**src/rtl/escritor_framebuffer.sv**
```systemverilog
// Framebuffer writer: buffers Sobel pixels in a small skid FIFO and writes one frame to memory.
// Optional macro ESCRITOR_BINARIZAR_EN stores 255/0 against threshold LIMIAR instead of raw pixels.
module escritor_framebuffer #(
  parameter int unsigned WIDTH      = 160,
  parameter int unsigned HEIGHT     = 120,
  parameter int unsigned FIFO_DEPTH = 4,
  parameter logic [7:0]  LIMIAR     = 8'd64,
  localparam int unsigned AW        = $clog2(WIDTH * HEIGHT)
) (
  input  logic          clock,
  input  logic          reset_n,
  input  logic          start,
  input  logic [7:0]    pixel_in,
  input  logic          pixel_valido,
  output logic          enable_kernel,
  output logic [AW-1:0] mem_addr,
  output logic [7:0]    mem_data,
  output logic          mem_we,
  input  logic          mem_ready,
  output logic          ocupado,
  output logic          frame_pronto,
  output logic          overflow
);

  localparam int unsigned    PW       = $clog2(FIFO_DEPTH);
  localparam logic [AW-1:0]  LastAddr = AW'(WIDTH * HEIGHT - 1);
  localparam logic [PW:0]    EnLimit  = (PW + 1)'(FIFO_DEPTH - 2);

  typedef enum logic [1:0] {
    StIdle,
    StRun,
    StDone
  } state_e;

  state_e        r_state;
  state_e        w_state_next;
  logic [7:0]    r_fifo [FIFO_DEPTH];
  logic [PW:0]   r_wptr;
  logic [PW:0]   r_rptr;
  logic [AW-1:0] r_addr;
  logic          r_ovf;

  logic          w_run;
  logic          w_empty;
  logic          w_full;
  logic [PW:0]   w_occ;
  logic          w_pop;
  logic          w_push;
  logic          w_drop;
  logic          w_last;
  logic          w_clear;
  logic [7:0]    w_wdata;

  assign w_run   = (r_state == StRun);
  assign w_occ   = r_wptr - r_rptr;
  assign w_empty = (r_wptr == r_rptr);
  // Extra pointer bit distinguishes a wrapped (full) FIFO from an empty one.
  assign w_full  = (r_wptr[PW] != r_rptr[PW]) && (r_wptr[PW-1:0] == r_rptr[PW-1:0]);
  assign w_last  = (r_addr == LastAddr);
  assign w_clear = (r_state == StIdle) && start;

  assign mem_we  = w_run && !w_empty;
  assign w_pop   = mem_we && mem_ready;
  // A pop on the same edge frees a slot, so a full FIFO still accepts the push.
  assign w_push  = w_run && pixel_valido && (!w_full || w_pop);
  assign w_drop  = w_run && pixel_valido && w_full && !w_pop;

`ifdef ESCRITOR_BINARIZAR_EN
  assign w_wdata = (pixel_in >= LIMIAR) ? 8'hFF : 8'h00;
`else
  assign w_wdata = pixel_in;
`endif

  always_comb begin
    w_state_next = r_state;
    unique case (r_state)
      StIdle:  if (start) w_state_next = StRun;
      StRun:   if (w_pop && w_last) w_state_next = StDone;
      StDone:  w_state_next = StIdle;
      default: w_state_next = StIdle;
    endcase
  end

  always_ff @(posedge clock or negedge reset_n) begin
    if (!reset_n) begin
      r_state <= StIdle;
    end else begin
      r_state <= w_state_next;
    end
  end

  always_ff @(posedge clock or negedge reset_n) begin
    if (!reset_n) begin
      r_wptr <= '0;
      r_rptr <= '0;
      r_addr <= '0;
      r_ovf  <= 1'b0;
    end else if (w_clear) begin
      r_wptr <= '0;
      r_rptr <= '0;
      r_addr <= '0;
      r_ovf  <= 1'b0;
    end else begin
      if (w_push) r_wptr <= r_wptr + 1'b1;
      if (w_pop) begin
        r_rptr <= r_rptr + 1'b1;
        // Counter saturates at the last address; the FSM leaves RUN on that write.
        if (!w_last) r_addr <= r_addr + 1'b1;
      end
      if (w_drop) r_ovf <= 1'b1;
    end
  end

  always_ff @(posedge clock or negedge reset_n) begin
    if (!reset_n) begin
      for (int i = 0; i < FIFO_DEPTH; i++) r_fifo[i] <= '0;
    end else if (w_push) begin
      r_fifo[r_wptr[PW-1:0]] <= w_wdata;
    end
  end

  assign mem_data      = r_fifo[r_rptr[PW-1:0]];
  assign mem_addr      = r_addr;
  assign ocupado       = w_run;
  assign frame_pronto  = (r_state == StDone);
  assign overflow      = r_ovf;
  assign enable_kernel = w_run && (w_occ <= EnLimit);

endmodule

```
**config.mk**
```make
export PLATFORM = sky130hd
export DESIGN_NAME = escritor_framebuffer
export DESIGN_NICKNAME = d
export VERILOG_FILES = /design/src/rtl/escritor_framebuffer.sv
export SDC_FILE = /design/constraint.sdc
export NUM_CORES = 1
export LEC_CHECK = 0
export BUFFER_PORTS_ARGS = -buffer_cell sky130_fd_sc_hd__clkbuf_2
export CORE_ASPECT_RATIO = 0.75
export CORE_UTILIZATION = 37
export CTS_CLUSTER_DIAMETER = 100
export CTS_CLUSTER_SIZE = 8
export DETAILED_ROUTE_END_ITERATION = 16
export PLACE_DENSITY_LB_ADDON = 0.2
export SETUP_SLACK_MARGIN = 0.4
export SLEW_MARGIN = 30
export SYNTH_ARGS = -nofsm -noshare
export SYNTH_HDL_FRONTEND = slang
export SYNTH_SLANG_ARGS = --single-unit
```
**constraint.sdc**
```tcl
create_clock -name clock -period 2.8 [get_ports clock]
set_input_delay 0.56 -clock clock [delete_from_list [all_inputs] [get_ports clock]]
set_output_delay 0.56 -clock clock [all_outputs]
set_load 0.05 [all_outputs]
```
==> qor.yml <==
status: "finished clean"
grt_pass1_vias: 1859
power_mw: 4.19
max_stage_delay_ps: 440
cap_violations: 0
final-instance-count-excl-fill: 375
p_leak_nw: 1.44
via_per_inst: 5.10
synth_seq_cells: 56
firstDrtPassIters: 6
clk_pin_slew_worst_paths_ps: 100
peakVddDrop_uv: 1040
relSlewSlack_pct: 44.3
path_max_fanout: 2
multi_input_area_um2: 1390
post-place-cells: 365
synthArstFlopShare_pct: 100
fp-row-count: 27
post-route-period-util_pct: 86.2
gp_congestion: 0.700
fmax_ghz: 0.415
fin_crit_ps: 2410
drtIter0Drc: 74
clk_latency_ps: 310
grt_antenna_before_repair: 0
ys_types: 41
coreArea_um2: 7330
fill_cells: 706
area_growth_pct: 17.1
hold_path_class: "input pin to asynchronous set/reset pin"
cts_buffer_depth: 2
cp-end-kind: "primary output"
antenna_cells: 0
critical_path_class: "register to primary output"
synthFlopType: "dfrtp_1"
syn-mean-instance-area_um2: 12.4
drive_gt1_share_pct: 40.5
path_cells: "ha_4, inv_2, fa_2, nor2b_4, nor3_4, buf_8"
power_frac_seq_pct: 32.5
syn_inst: 227
powerDensity_nw_per_um2: 1270
track_usage_pct: 16.6
clock-sinks: 56
vias: 1912
finalMaxSlewViolations: 0
crit_path_start: "r_rptr[0]$_DFFE_PN0P_"
ys_seq_area_share_pct: 49.9
swShare_pct: 45.9
rsz0062_at_grt: "yes"
wl_per_cell_um: 15.6
drt-total-wl_um: 5870
power.switching_mw: 1.92
synthesis.nets: 249
synth_edf_count: 0
cp-start-kind: "register"
grt_overflow: 0
regArea_um2: 1400
setup_tns_ps: 0
hold_viol: 0
worstMarginPinSlew_ps: 830
cts_tree: "built"
grt_pass1_wl_um: 9880
cp_slowest_cell: "dfrtp_1"
cts_made_buffers: 5
fin_skew_ps: 9.45
yosys_warnings: 0
place_hpwl_um: 4050
htree_levels: 2
reg2reg_from: "r_wptr[1]$_DFFE_PN0P_"
power.share.combinational_pct: 56.7
final_cell_mix: "dfrtp_1, clkbuf_2, mux2_2"
die_h_um: 77.4
synth_area_um2: 2810
worstPathRequired_ps: 2240
pin_count: 41
clockRootBuffer: "clkbuf_8"
drc_errors: 0
fin_nets: 295
dieArea_um2: 7940
cp_data_arrival_time_ps: 1850
ant_nets: 0
hold_buffers: 0
layout_commonest_cell: "dfrtp_1"
r2r_slack_ps: 510
finalSetupViolCount: 0
grt_max_degree: 32
io_buffers: 40
die_w_um: 103
p_int_mw: 2.27
clkPwrFrac_pct: 10.7
start_util_pct: 38.3
==> cell families after synthesis <==
kind of cell / count (synthesis) / share of synthesized area [%]
xor gates and xnor gates: 5 / 1.83
and+or+nand+nor: 71 / 13.5
adders and majority gates: 9 / 4.28
buffers and inverters: 13 / 2.14
muxes: 51 / 23.4
AOI/OAI and AO/OA: 22 / 4.99
DFF: 56 / 49.9
==> through the flow <==
stage	hold WS (ps)	cell area [µm²]	util [%]	setup slack, ps
2_1_floorplan	264	2820	-	416
5_1_grt	368	3290	44.8	299
6_report	310	3290	44.8	388
4_1_cts	347	3290	44.8	396
3_3_place_gp	481	3140	42.9	522
3_5_place_dp	490	3140	42.9	499
==> cell usage after synthesis, types with 2 or more instances <==
library cell | n | area share (%)
nor3_1 | 4 | 0.71
or2_2 | 3 | 0.67
xnor2_1 | 3 | 0.94
nand3_1 | 6 | 1.1
o211ai_1 | 2 | 0.53
or3_1 | 2 | 0.45
dfrtp_1 | 56 | 50
a21oi_1 | 6 | 1.1
buf_2 | 3 | 0.53
nor2b_1 | 3 | 0.67
nor4_1 | 6 | 1.3
inv_1 | 6 | 0.80
o21ai_0 | 4 | 0.71
nor4b_1 | 2 | 0.62
ha_1 | 8 | 3.6
clkbuf_1 | 3 | 0.40
nand4_1 | 2 | 0.45
nand2_1 | 23 | 3.1
mux4_2 | 8 | 6.4
nor2_1 | 6 | 0.80
mux2_2 | 32 | 13
a31oi_1 | 2 | 0.45
nand2b_1 | 2 | 0.45
and4_1 | 4 | 1.2
nand2_2 | 4 | 0.89
mux2i_1 | 10 | 3.6
o31ai_1 | 3 | 0.80
==> path summary, 6_finish.rpt <==
check                                              end  depth (start not counted)
worst max-delay path                     enable_kernel                          6
worst min-delay path            r_fifo[16]$_DFFE_PN0P_                          1
worst max register to register  r_fifo[15]$_DFFE_PN0P_                          5
worst min register to register    overflow$_DFFE_PN0P_                          2
max in group asynchronous        r_rptr[0]$_DFFE_PN0P_                          2
min in group clock                overflow$_DFFE_PN0P_                          2
==> layout make-up <==
type,instances,share of cell area (%)
flip-flops and latches,56,42.6
multi-input cells,158,42.4
repair buffers,46,7.77
well taps,101,3.84
clock buffers,6,2.21
inverters,6,0.685
clock inverters,2,0.495
==> critical path: cells and delay by family (launching register included) <==
family	cells	cell delay [ps]
adders and majority gates	2	600
DFF	1	440
and+or+nand+nor	2	310
buffers and inverters	2	210
==> timing repair <==
item | CTS | global route
endpoints found under the setup margin | 1 | 9
buffers inserted | 2 | 0
endpoints found under the hold margin | 0 | 0
resized for setup | 10 | 1
pin swaps | 4 | 3
==> routing by layer <==
layer  vias up  wire, µm  GRT usage (%)
met5         -         0              0
met1       953      3150           26.0
met2        36      2510           23.1
met3         4       170           3.78
li1        919         -              -
met4         0        38           3.43
==> registers in the layout, indices dropped and copies added (netlist names) <==
name,count
overflow,1
r_wptr,3
r_rptr,3
r_state,2
r_fifo,32
mem_addr,15
==> power groups by stage <==
stage          clock, mW  combinational (mW)  sequential (mW)
2_1_floorplan          0                1.65             1.48
3_3_place_gp           0                2.18             1.37
3_5_place_dp           0                2.21             1.37
4_1_cts            0.463                2.37             1.36
5_1_grt            0.503                2.55             1.41
6_report           0.449                2.37             1.36
No activity file was read; power rests on OpenSTA's default activity.
